**src/rtl/ace_master_fsm.sv**
```systemverilog
// ACE master control: transaction FSM (AW/W/B and AR/R with retry and stall
// timeout) alongside a snoop responder FSM, concurrent or mutually exclusive.
module ace_master_fsm #(
  parameter int MAX_RETRY   = 3,
  parameter int TIMEOUT     = 256,
  parameter int SNOOP_BLOCK = 0
) (
  input  logic       clk,
  input  logic       rst_n,
  input  logic       req_valid,
  input  logic [1:0] req_op,
  output logic       req_ready,
  output logic [1:0] op_sel,
  output logic       done,
  output logic       err,
  input  logic       resp_okay,
  output logic       read_resp_en,
  output logic       AW_VALID,
  output logic       W_VALID,
  output logic       B_READY,
  output logic       AR_VALID,
  output logic       R_READY,
  output logic       CR_VALID,
  output logic       CD_VALID,
  output logic       AC_READY,
  input  logic       AW_READY,
  input  logic       W_READY,
  input  logic       B_VALID,
  input  logic       AR_READY,
  input  logic       R_VALID,
  input  logic       CR_READY,
  input  logic       CD_READY,
  input  logic       AC_VALID,
  output logic       ac_enable,
  input  logic [1:0] snoop_kind,
  output logic       snoop_busy
);

  typedef enum logic [2:0] {
    IDLE  = 3'd0,
    WADDR = 3'd1,
    WDATA = 3'd2,
    BRESP = 3'd3,
    RADDR = 3'd4,
    RDATA = 3'd5
  } txn_state_e;

  typedef enum logic [1:0] {
    S_IDLE  = 2'd0,
    S_CHECK = 2'd1,
    S_CR    = 2'd2,
    S_CRCD  = 2'd3
  } snp_state_e;

  localparam logic [3:0]  MAX_RETRY_C = 4'(MAX_RETRY);
  // Abort fires on the cycle whose increment would make the counter TIMEOUT-1.
  localparam logic [15:0] TMO_LAST_C  = 16'(TIMEOUT - 2);
  localparam logic        BLOCK_C     = (SNOOP_BLOCK != 0);

  txn_state_e  txn_q, txn_d;
  snp_state_e  snp_q, snp_d;
  logic [3:0]  retry_q, retry_d;
  logic [15:0] tmo_q, tmo_d;
  logic [1:0]  op_sel_q, op_sel_d;
  logic        done_q, done_d;
  logic        err_q, err_d;
  logic        cr_done_q, cr_done_d;
  logic        cd_done_q, cd_done_d;

  logic        txn_idle_s;
  logic        snp_idle_s;
  logic        req_ready_s;
  logic        ac_ready_s;
  logic        accept_s;
  logic        ac_enable_s;
  logic        cr_now_s;
  logic        cd_now_s;

  assign txn_idle_s  = (txn_q == IDLE);
  assign snp_idle_s  = (snp_q == S_IDLE);
  // Readies are gated by rst_n so nothing handshakes while reset is held.
  assign ac_ready_s  = rst_n & snp_idle_s & (~BLOCK_C | txn_idle_s);
  assign req_ready_s = rst_n & txn_idle_s & (~BLOCK_C | (snp_idle_s & ~AC_VALID));
  assign accept_s    = req_valid & req_ready_s & (req_op != 2'b11);

  // Transaction next-state, retry bookkeeping and stall timeout.
  always_comb begin
    txn_d    = txn_q;
    retry_d  = retry_q;
    tmo_d    = tmo_q;
    op_sel_d = op_sel_q;
    done_d   = 1'b0;
    err_d    = 1'b0;
    case (txn_q)
      IDLE: begin
        if (accept_s) begin
          op_sel_d = req_op;
          retry_d  = 4'd0;
          txn_d    = (req_op == 2'b10) ? WADDR : RADDR;
        end else begin
          txn_d = IDLE;
        end
      end
      WADDR: begin
        if (AW_READY) txn_d = WDATA;
        else          txn_d = WADDR;
      end
      WDATA: begin
        if (W_READY) txn_d = BRESP;
        else         txn_d = WDATA;
      end
      BRESP: begin
        if (B_VALID) begin
          if (resp_okay) begin
            txn_d  = IDLE;
            done_d = 1'b1;
          end else if (retry_q < MAX_RETRY_C) begin
            retry_d = retry_q + 4'd1;
            txn_d   = WADDR;
          end else begin
            txn_d = IDLE;
            err_d = 1'b1;
          end
        end else begin
          txn_d = BRESP;
        end
      end
      RADDR: begin
        if (AR_READY) txn_d = RDATA;
        else          txn_d = RADDR;
      end
      RDATA: begin
        if (R_VALID) begin
          if (resp_okay) begin
            txn_d  = IDLE;
            done_d = 1'b1;
          end else if (retry_q < MAX_RETRY_C) begin
            retry_d = retry_q + 4'd1;
            txn_d   = RADDR;
          end else begin
            txn_d = IDLE;
            err_d = 1'b1;
          end
        end else begin
          txn_d = RDATA;
        end
      end
      default: begin
        txn_d = IDLE;
      end
    endcase
    // Every handshake moves the FSM, so a state change doubles as the clear.
    if (txn_q == IDLE) begin
      tmo_d = 16'd0;
    end else if (txn_d != txn_q) begin
      tmo_d = 16'd0;
    end else if (tmo_q == TMO_LAST_C) begin
      txn_d = IDLE;
      err_d = 1'b1;
      tmo_d = 16'd0;
    end else begin
      tmo_d = tmo_q + 16'd1;
    end
  end

  // Snoop responder next-state; CR and CD completions tracked separately.
  always_comb begin
    snp_d       = snp_q;
    cr_done_d   = cr_done_q;
    cd_done_d   = cd_done_q;
    ac_enable_s = 1'b0;
    cr_now_s    = cr_done_q | CR_READY;
    cd_now_s    = cd_done_q | CD_READY;
    case (snp_q)
      S_IDLE: begin
        cr_done_d = 1'b0;
        cd_done_d = 1'b0;
        if (AC_VALID && ac_ready_s) begin
          ac_enable_s = 1'b1;
          snp_d       = S_CHECK;
        end else begin
          snp_d = S_IDLE;
        end
      end
      S_CHECK: begin
        if (snoop_kind == 2'b10) snp_d = S_CRCD;
        else                     snp_d = S_CR;
      end
      S_CR: begin
        if (CR_READY) snp_d = S_IDLE;
        else          snp_d = S_CR;
      end
      S_CRCD: begin
        cr_done_d = cr_now_s;
        cd_done_d = cd_now_s;
        if (cr_now_s && cd_now_s) snp_d = S_IDLE;
        else                      snp_d = S_CRCD;
      end
      default: begin
        snp_d = S_IDLE;
      end
    endcase
  end

  // State and status registers.
  always_ff @(posedge clk or negedge rst_n) begin
    if (!rst_n) begin
      txn_q     <= IDLE;
      snp_q     <= S_IDLE;
      retry_q   <= 4'd0;
      tmo_q     <= 16'd0;
      op_sel_q  <= 2'b00;
      done_q    <= 1'b0;
      err_q     <= 1'b0;
      cr_done_q <= 1'b0;
      cd_done_q <= 1'b0;
    end else begin
      txn_q     <= txn_d;
      snp_q     <= snp_d;
      retry_q   <= retry_d;
      tmo_q     <= tmo_d;
      op_sel_q  <= op_sel_d;
      done_q    <= done_d;
      err_q     <= err_d;
      cr_done_q <= cr_done_d;
      cd_done_q <= cd_done_d;
    end
  end

  assign req_ready    = req_ready_s;
  assign op_sel       = op_sel_q;
  assign done         = done_q;
  assign err          = err_q;
  assign AW_VALID     = (txn_q == WADDR);
  assign W_VALID      = (txn_q == WDATA);
  assign B_READY      = (txn_q == BRESP);
  assign AR_VALID     = (txn_q == RADDR);
  assign R_READY      = (txn_q == RDATA);
  assign read_resp_en = (txn_q == RDATA) & R_VALID & resp_okay;
  assign CR_VALID     = (snp_q == S_CR) | ((snp_q == S_CRCD) & ~cr_done_q);
  assign CD_VALID     = (snp_q == S_CRCD) & ~cd_done_q;
  assign AC_READY     = ac_ready_s;
  assign ac_enable    = ac_enable_s;
  assign snoop_busy   = ~snp_idle_s;

endmodule

```
**config.mk**
```make
export PLATFORM = sky130hd
export DESIGN_NAME = ace_master_fsm
export DESIGN_NICKNAME = d
export VERILOG_FILES = /design/src/rtl/ace_master_fsm.sv
export SDC_FILE = /design/constraint.sdc
export NUM_CORES = 1
export LEC_CHECK = 0
export ABC_CLOCK_PERIOD_IN_PS = 2400
export BUFFER_PORTS_ARGS = -buffer_cell sky130_fd_sc_hd__clkbuf_2
export CORE_ASPECT_RATIO = 2
export CORE_MARGIN = 4
export CORE_UTILIZATION = 55
export DETAILED_ROUTE_END_ITERATION = 16
export PLACE_DENSITY = 0.79
export SETUP_SLACK_MARGIN = 0.1
export SLEW_MARGIN = 20
export SYNTH_ARGS = -nofsm -noshare
export SYNTH_HDL_FRONTEND = slang
export SYNTH_SLANG_ARGS = --single-unit
```
**constraint.sdc**
```tcl
create_clock -name clk -period 2.4 [get_ports clk]
set_clock_uncertainty 0.1 [all_clocks]
set_input_delay 0.48 -clock clk [delete_from_list [all_inputs] [get_ports clk]]
set_output_delay 0.48 -clock clk [all_outputs]
set_load 0.01 [all_outputs]
```
==> impl_metrics.py <==
metrics = {
    "worst_setup_path": {
        "worstRegToRegCells": 6,
        "crit_fanout": 15,
        "arrival_ns": 2.27,
        "path_class": "flip-flop to flip-flop",
        "crit_required_ns": 2.49,
        "start_kind": "flip-flop",
        "end_kind": "flip-flop",
    },
    "global_routing": {
        "gr-total-overflow": 0,
        "grt_pass1_vias": 1566,
        "grt_util_all_layers": 0.2005,
        "grt_pass1_wl_mm": 7.107,
        "antenna_found_initial": 0,
        "grt_max_degree": 30,
    },
    "timing": {
        "hold_ws_ns": 0.1949,
        "maxSlewViolCount": 0,
        "timing.fmax_ghz": 0.4599,
        "max_slew_margin": 0.7106,
        "rsz0062_at_grt": "true",
        "hold_viol": 0,
        "period_share": 0.9060,
        "post-route-min-period_ns": 2.174,
        "worstMarginPinSlew_ns": 0.4340,
        "fin_tns_setup_ns": 0,
        "finalSetupViolations": 0,
    },
    "clock_network": {
        "cts_tree": "built",
        "clkTransAtPathRegs_ns": 0.06,
        "clockRootBuffer": "clkbuf_8",
        "clock-sinks": 31,
        "h-tree-depth": 2,
        "numCtsBuffers": 5,
        "postCtsSetupRepairBufs": 0,
        "clockBufferDepth": 2,
        "clkLatencyLatePin_ns": 0.27,
    },
    "cells_and_area": {
        "drive_gt1_frac": 0.2043,
        "antenna-diode-count": 0,
        "area_delta_synth_final_pct": 15.32,
        "fin_nets": 259,
    },
    "power": {
        "power_frac_comb": 0.440,
        "swShare": 0.3984,
        "p_clk_frac": 0.186,
        "p_leak_nw": 0.9902,
        "p_sw_uw": 766.1,
        "seqPwrFrac": 0.374,
        "cellPowerDensity_nw_per_um2": 907.3,
        "ir_drop_v": 0.0008741,
        "power.internal_mw": 1.157,
    },
    "floorplan": {
        "start_util": 0.5756,
        "rows": 29,
        "dieHeight_um": 89.75,
        "dieArea_um2": 4387,
        "placeableCoreArea_um2": 3193,
        "die_w_um": 48.88,
        "design.portCount": 32,
    },
    "synth": {
        "avgSynthCellArea_um2": 9.330,
        "yosysSeqAreaShare": 0.4221,
        "synth_top_flop_cell": "dfrtp_1",
        "synth_cells": 197,
        "synth.distinct_cells": 45,
        "ys_seq_elements": 31,
        "yosys_warnings": 0,
        "synth_nets": 220,
        "synthArstFlopShare": 1.000,
        "synth_edf_count": 0,
        "syn_area_um2": 1838,
    },
    "detailed_routing": {
        "ant_nets": 0,
        "firstDrtPassIters": 4,
        "via_count": 1596,
        "wl_per_cell_um": 15.68,
        "drt_iter0_markers": 63,
        "routed_wl_mm": 4.171,
        "drc": 0,
        "via_per_inst": 6.000,
    },
    "worst_hold_path": {
        "hp-class": "primary input to async pin",
    },
    "placement": {
        "io_buffers": 31,
        "globalplace.congestion": 0.8620,
        "hpwl_mm": 3.126,
    },
    "outcome": {
        "status": "finished clean",
    },
    "job": {
        "max_cap_viol_count": 0,
    },
}
layout by cell type (no fill, tap or decap), drive strengths merged, types with 3 or more instances in the layout:
cell    instances
clkbuf         37
nor2           36
dfrtp          31
nor3           11
inv            10
nand2          10
nand3          10
xnor2           9
a21oi           7
ha              7
nor2b           6
xor2            5
buf             5
and3            5
nand2b          4
o22ai           4
nor4b           4
nor4            4
o21ai           3
worst paths after layout:
path	startpoint	endpoint	slack, ns
setup / recovery	retry_q[0]	tmo_q[15]	0.23
setup reg to reg	retry_q[0]	tmo_q[15]	0.23
max in group asynchronous	rst_n	snp_q[1]	1.53
hold reg to reg	op_sel[0]	op_sel[0]	0.40
hold / removal	rst_n	tmo_q[10]	0.19
min in group clk	CD_READY	cd_done_q	0.37
what timing repair did:
action,CTS,global route
endpoints found under the setup margin,0,11
hold buffers,1,0
resized for setup,0,0
hold endpoints to repair,2,0
critical path, stage by stage (launching register included):
cell and delay [ns]:
dfrtp_1 0.41, ha_1 0.27, nor4_4 0.18, nor2_1 0.12
a221o_1 0.44, nand4bb_4 0.38, nor2_1 0.19
power groups by stage:
stage                     clock network, mW  logic (mW)  registers [mW]
after global routing                  0.389       0.944           0.733
after CTS                             0.371       0.848           0.717
final                                 0.358       0.846           0.719
after floorplan                           0       0.644           0.688
after global placement                    0       0.822           0.722
after detailed placement                  0       0.839           0.724
Yosys cell counts, types with 4 or more instances:
| cell type | instances | area share |
|---|---|---|
| a21oi_1 | 7 | 0.019 |
| dfrtp_1 | 31 | 0.42 |
| ha_1 | 7 | 0.048 |
| inv_1 | 10 | 0.020 |
| nand2_1 | 10 | 0.020 |
| nand2b_1 | 4 | 0.014 |
| nand3_1 | 10 | 0.027 |
| nor2_1 | 36 | 0.074 |
| nor2b_1 | 6 | 0.020 |
| nor3_1 | 11 | 0.030 |
| o22ai_1 | 4 | 0.014 |
| xnor2_1 | 9 | 0.043 |
| xor2_1 | 5 | 0.024 |
layout make-up:
type,count,area [µm²]
Timing Repair Buffer,37,202.7
Clock buffer,6,72.57
Multi-Input combinational cell,151,992.2
Tap cell,31,38.79
Fill cell,278,1074
Sequential cell,31,775.7
Inverter,10,37.54
routing by layer:
metal  part of all wire  global-route usage  wire length (µm)
met4              0.034             0.09438               142
met1               0.36              0.2108              1514
met2               0.56              0.3679              2341
met3              0.041             0.03477               173
met5                  0                   0                 0
state kept, by name, summed over array words and instances, names as in the netlist:
signal / count
snp_q: 2
retry_q: 4
done: 1
err: 1
tmo_q: 16
op_sel: 2
txn_q: 3
cd_done_q: 1
cr_done_q: 1
per-stage QoR:
stage                     area (µm²)  power, mW    util  setup slack [ns]  cells
after floorplan                 1838      1.333       -            0.4328    197
after global placement          2037      1.544  0.6379            0.2334    259
after detailed placement        2037      1.563  0.6379            0.1531    259
after CTS                       2120      1.936  0.6638            0.1933    266
after global routing            2120      2.067  0.6638           0.09632    266
final                           2120      1.923  0.6638            0.2255    266
logic make-up after synthesis:
group	count (synthesis)	synth area share
AOI/OAI and AO/OA	27	0.09870
xor gates and xnor gates	14	0.06671
adders and majority gates	7	0.04765
buffers and inverters	15	0.03812
DFF	31	0.4221
muxes	2	0.01157
and+or+nand+nor	101	0.3152
Power figures use the tool's default switching activity.
